File: config.mk
export PLATFORM = sky130hd
export DESIGN_NAME = instr_fetch_flat
export DESIGN_NICKNAME = d
export VERILOG_FILES = /design/src/rtl/instr_fetch_if.sv /design/src/rtl/instr_fetch.sv /design/src/flat_wrapper.sv
export SDC_FILE = /design/constraint.sdc
export NUM_CORES = 1
export LEC_CHECK = 0
export ABC_AREA = 1
export BUFFER_PORTS_ARGS = -buffer_cell sky130_fd_sc_hd__buf_4
export CAP_MARGIN = 30
export CORE_MARGIN = 10
export CORE_UTILIZATION = 35
export DETAILED_ROUTE_END_ITERATION = 12
export GPL_TIMING_DRIVEN = 0
export PLACE_DENSITY = 0.63
export SLEW_MARGIN = 40
export SYNTH_ARGS = -nofsm -noshare
export SYNTH_HDL_FRONTEND = slang
export SYNTH_SLANG_ARGS = --single-unit
File: constraint.sdc
create_clock -name clk -period 6.4 [get_ports clk]
set_clock_uncertainty 0.1 [all_clocks]
set_input_delay 0.32 -clock clk [delete_from_list [all_inputs] [get_ports clk]]
set_output_delay 0.32 -clock clk [all_outputs]
set_load 0.05 [all_outputs]
File: src/rtl/instr_fetch_if.sv
// Instruction-fetch bus: imem request/response, decode handoff and branch feedback.
interface instr_fetch_if;
    logic        imem_req;
    logic [31:0] imem_addr;
    logic        imem_gnt;
    logic        imem_rvalid;
    logic [31:0] imem_rdata;
    logic        if_valid;
    logic [31:0] if_instr;
    logic [31:0] if_pc;
    logic        if_ready;
    logic        br_taken;
    logic [31:0] br_imm;
    logic        misalign_err;

    modport master (
        output imem_req, imem_addr, if_valid, if_instr, if_pc, misalign_err,
        input  imem_gnt, imem_rvalid, imem_rdata, if_ready, br_taken, br_imm
    );
    modport slave (
        input  imem_req, imem_addr, if_valid, if_instr, if_pc, misalign_err,
        output imem_gnt, imem_rvalid, imem_rdata, if_ready, br_taken, br_imm
    );
endinterface

File: src/rtl/instr_fetch.sv
// RV32 fetch stage: single-outstanding imem requests, holds {instr, pc} for decode,
// applies taken-branch redirects and halts on a misaligned target.
module instr_fetch #(
    parameter logic [31:0] RESET_PC  = 32'h0000_0000,
    parameter logic [31:0] NOP_INSTR = 32'h0000_0013
) (
    input  logic          clk,
    input  logic          rst,
    instr_fetch_if.master bus
);
    localparam logic [1:0] S_FETCH = 2'd0;
    localparam logic [1:0] S_WAIT  = 2'd1;
    localparam logic [1:0] S_VALID = 2'd2;
    localparam logic [1:0] S_HALT  = 2'd3;

    logic [1:0]  r_state;
    logic [31:0] r_pc;
    logic        r_req;
    logic        r_valid;
    logic [31:0] r_instr;
    logic [31:0] r_if_pc;
    logic        r_err;
    logic [31:0] w_target;

    assign w_target = r_if_pc + bus.br_imm;

    assign bus.imem_req     = r_req;
    assign bus.imem_addr    = r_pc;
    assign bus.if_valid     = r_valid;
    assign bus.if_instr     = r_instr;
    assign bus.if_pc        = r_if_pc;
    assign bus.misalign_err = r_err;

    always_ff @(posedge clk or posedge rst) begin
        if (rst) begin
            r_state <= S_FETCH;
            r_pc    <= RESET_PC;
            r_req   <= 1'b0;
            r_valid <= 1'b0;
            r_instr <= NOP_INSTR;
            r_if_pc <= RESET_PC;
            r_err   <= 1'b0;
        end else begin
            case (r_state)
                S_FETCH: begin
                    // req is low for the first cycle after reset release, so gnt only counts once req is up
                    if (r_req && bus.imem_gnt) begin
                        r_state <= S_WAIT;
                        r_req   <= 1'b0;
                    end else begin
                        r_req   <= 1'b1;
                    end
                end
                S_WAIT: begin
                    if (bus.imem_rvalid) begin
                        r_instr <= bus.imem_rdata;
                        r_if_pc <= r_pc;
                        r_pc    <= r_pc + 32'd4;
                        r_valid <= 1'b1;
                        r_state <= S_VALID;
                    end
                end
                S_VALID: begin
                    if (bus.if_ready) begin
                        r_valid <= 1'b0;
                        r_instr <= NOP_INSTR;
                        if (bus.br_taken && (w_target[1:0] != 2'b00)) begin
                            r_err   <= 1'b1;
                            r_state <= S_HALT;
                        end else begin
                            if (bus.br_taken) r_pc <= w_target;
                            r_req   <= 1'b1;
                            r_state <= S_FETCH;
                        end
                    end
                end
                default: begin
                    r_req   <= 1'b0;
                    r_valid <= 1'b0;
                end
            endcase
        end
    end
endmodule
File: src/flat_wrapper.sv
// flat-port wrapper written by rule: the top's interface ports become plain ports
module instr_fetch_flat 
#(
    parameter logic [31:0] RESET_PC  = 32'h0000_0000,
    parameter logic [31:0] NOP_INSTR = 32'h0000_0013
)
  (clk, rst, bus_imem_req, bus_imem_addr, bus_if_valid, bus_if_instr, bus_if_pc, bus_misalign_err, bus_imem_gnt, bus_imem_rvalid, bus_imem_rdata, bus_if_ready, bus_br_taken, bus_br_imm);
  instr_fetch_if bus_i ();
  input  logic clk;
  input  logic rst;
  output wire logic [$bits(bus_i.imem_req)-1:0] bus_imem_req;
  output wire logic [$bits(bus_i.imem_addr)-1:0] bus_imem_addr;
  output wire logic [$bits(bus_i.if_valid)-1:0] bus_if_valid;
  output wire logic [$bits(bus_i.if_instr)-1:0] bus_if_instr;
  output wire logic [$bits(bus_i.if_pc)-1:0] bus_if_pc;
  output wire logic [$bits(bus_i.misalign_err)-1:0] bus_misalign_err;
  input wire logic [$bits(bus_i.imem_gnt)-1:0] bus_imem_gnt;
  input wire logic [$bits(bus_i.imem_rvalid)-1:0] bus_imem_rvalid;
  input wire logic [$bits(bus_i.imem_rdata)-1:0] bus_imem_rdata;
  input wire logic [$bits(bus_i.if_ready)-1:0] bus_if_ready;
  input wire logic [$bits(bus_i.br_taken)-1:0] bus_br_taken;
  input wire logic [$bits(bus_i.br_imm)-1:0] bus_br_imm;
  assign bus_imem_req = bus_i.imem_req;
  assign bus_imem_addr = bus_i.imem_addr;
  assign bus_if_valid = bus_i.if_valid;
  assign bus_if_instr = bus_i.if_instr;
  assign bus_if_pc = bus_i.if_pc;
  assign bus_misalign_err = bus_i.misalign_err;
  assign bus_i.imem_gnt = bus_imem_gnt;
  assign bus_i.imem_rvalid = bus_imem_rvalid;
  assign bus_i.imem_rdata = bus_imem_rdata;
  assign bus_i.if_ready = bus_if_ready;
  assign bus_i.br_taken = bus_br_taken;
  assign bus_i.br_imm = bus_br_imm;
  instr_fetch #(.RESET_PC(RESET_PC), .NOP_INSTR(NOP_INSTR)) u_core (.clk(clk), .rst(rst), .bus(bus_i));
endmodule
==> results.md <==
- R2r startpoint: u_core.bus.if_pc[0]
- Reg2reg path depth: 9
- Fmax: 0.3996 GHz
- First-pass GRT wire length: ~42 mm
- P per Cell Area: 628.4 nW/um2
- WHS Endpoint: u_core.bus.misalign_err
- Post_cts resized: 0
- Largest net degree at the start of global routing: 75
- Type of the most critical hold path: input pin to register
- Endpoints failing hold: 0
- Final wirelength: around 27 mm
- Yosys warning count: 0
- Async SR Flop Fraction: 100.0%
- Nets: 1,422
- Routability cong.: just over 0.9
- Number of antenna-violating nets in the routed design: 0
- Starting density of the core: 35.81%
- Yosys top cell by area: dfrtp_1
- I/O pins: 169
- HPWL after detailed placement: about 21 mm
- Synth cell types: 39
- Register area: 2531 um2
- Die width: 164.6 um
- # DRC: 0
- CP startpoint kind: register
- Area Growth Syn to Fin: 26.41%
- Core area: 20,430 um2
- Die Span Y: 164.6 um
- Synthesized cell area: approximately 7300 um2
- Initial DRC Count: between 500 and 600
- EDFF count, synth: 0
- # setup viols final: 0
- Row count: 52
- Worst Tran Pin Value: about 0.79 ns
- Fill cell count: 2,196
- GRT Overall Usage: around a fifth
- Max cap viols: 0
- Yosys top cell area share: 33.52%
- Area contributors post-synth: dfrtp_1, nand2_1, inv_1
- Synthesized Nets: 1,241
- Finished Layout Cells: approximately 1,600
- Inserted Clock Buffers: 9
- CP endpoint kind: register
- Synthesized instance count: 1,134
- Vias in the first global route: roughly 7,700
- Seq/Total Area, Yosys: 34.60%
- Longest Clk Path Bufs: 2
- Clock tree from TritonCTS: yes
- Min Tclk post-route: 2.502 ns
- Crit Path Class: register to register
- Hold Path Cell Cnt: 2
- Outcome: completed
- Hold path startpoint: bus_if_ready
- Avg Vias per Cell: 4.930
- Top_reg_cell synth: dfrtp_1
- Tot Pwr: ~5.8 mW
- Via Count: 7,838
- Layout cells sized above 1: 16.21%
- Max H-tree Level: 3
- Synth Register Bits: 101
- Worst Path Max Fanout: 10
- Sink Count: between 100 and 150
- # port buffers: about 170
- Diodes inserted: 0
- Final cycle utilization of the critical path: 39.10%
- Leak Pwr: around 5.1 nW
- Worst-path clk slew: 0.07 ns
- Max transition margin: 47.50%
- Flop2flop setup slack: around 4 ns
- Total iterations of the first detailed-routing run: 6
- RSZ-0062 raised after global routing: false
- Placed Instances: ~1,600
- Layout Utilization: 45.27%
- Mapped Avg Cell Area: 6.451 um2
- Wire per inst: between 15 and 20 um
- Worst R2R End: u_core.bus.imem_addr[21]
- Die ar.: 27,080 um2
- Peak supply drop: 0.2724 mV
- Worst skew pair latency: roughly 0.36 ns
- Slew Limit Fails: 0
- Initial antenna violation count: 0
- Setup TNS: 0 ns
- Area of the multi-input gates: ~4000 um2
- Root buf cell: clkbuf_16
- CP Data Arrival Time: 2.64 ns
- Grt total ovfl: 0
- Worst path required time: 6.54 ns
## synthesized netlist by cell type, types with 2 or more instances
library cell / number
nand2_1: 373
inv_1: 170
nor2_1: 111
dfrtp_1: 98
nand3_1: 85
a21oi_1: 82
o21ai_0: 77
ha_1: 36
clkbuf_1: 15
nor3_1: 11
xor2_1: 10
nand4_1: 9
buf_2: 8
buf_1: 5
mux2_2: 5
a31oi_1: 4
dfstp_2: 3
nor2_2: 3
a21o_1: 2
a22oi_1: 2
inv_2: 2
nand3b_1: 2
o21bai_1: 2
o22ai_1: 2
o31ai_1: 2
xnor2_1: 2
## power breakdown
part	switching, mW	total, mW	internal (mW)
clock	0.252	0.558	0.306
sequential	0.327	1.29	0.959
combinational	2.80	3.97	1.16
## metal layers
metal	part of all wire, %	vias to the layer above	track usage [%]
li1	-	3961	-
met1	41	3577	24.25
met2	46	262	31.77
met3	9.9	38	6.149
met4	2.7	0	6.643
met5	0	-	0
## timing repair
item                      CTS  global route
buffers inserted            0             0
hold buffers                1             0
hold endpoints to repair   24             0
## worst max-delay path by stage
| stage | depth (start not counted) | from | end |
|---|---|---|---|
| 2_1_floorplan | 1 | rst | u_core.bus.if_instr[10] |
| 3_3_place_gp | 2 | rst | u_core.bus.if_pc[22] |
| 3_5_place_dp | 10 | bus_br_imm[0] | u_core.bus.imem_addr[25] |
| 4_1_cts | 9 | u_core.bus.if_pc[0] | u_core.bus.imem_addr[28] |
| 5_1_grt | 9 | u_core.bus.if_pc[0] | u_core.bus.imem_addr[21] |
| 6_report | 9 | u_core.bus.if_pc[0] | u_core.bus.imem_addr[21] |
## through the flow
stage	hold slack [ns]	setup slack [ns]	cell area [um2]
6_report	0.07801	3.898	9248
5_1_grt	0.06998	3.622	9248
4_1_cts	0.06413	3.878	9248
3_5_place_dp	0.1835	3.858	8950
3_3_place_gp	0.3408	1.814	8915
2_1_floorplan	0.3411	3.338	7316
## cell families after synthesis
kind of cell             synth area share [%]
buffers and inverters                   10.72
multiplexers                           0.7696
flip-flops                              34.60
AND/OR/NAND/NOR                         33.73
adder cells (fa/ha/maj)                 6.431
AO/OA/AOI/OAI                           12.31
XOR/XNOR                                1.437
## critical path: stages, from the launching register on
cell and delay, ns:
dfrtp_1 0.40, ha_1 0.22, fa_1 0.45, nor2_1 0.16
a21oi_1 0.14, nor3_4 0.30, inv_2 0.18, buf_4 0.22
a21oi_1 0.13, a21oi_1 0.08
## registers in the layout, indices dropped and copies added, names as in the netlist
name,flops
u_core.bus.imem_addr,32
u_core.r_state,2
u_core.bus.if_pc,32
u_core.bus.if_instr,32
u_core.bus.if_valid,1
u_core.bus.imem_req,1
u_core.bus.misalign_err,1
## area by class of cell
type | count | share of cell area (%)
Timing Repair Buffer | 170 | 14.04
Clock inverter | 3 | 0.5141
Inverter | 172 | 7.063
Sequential cell | 101 | 27.37
Tap cell | 270 | 3.653
Multi-Input combinational cell | 830 | 43.26
Clock buffer | 13 | 2.598
Buffer | 31 | 1.502
## cells in the final DEF (no fill, tap or decap), drive strengths merged, types with 3 or more instances in the layout
cell type and instances:
dfstp 3, ha 36, inv 172, nor2 115
a31oi 4, o21ai 77, a21oi 82, dfrtp 98
buf 184, xor2 10, nand4 9, nor3 13
mux2 5, nand2 375, nand3 86, clkbuf 29
Note: power is estimated with default switching activity, not from simulation.
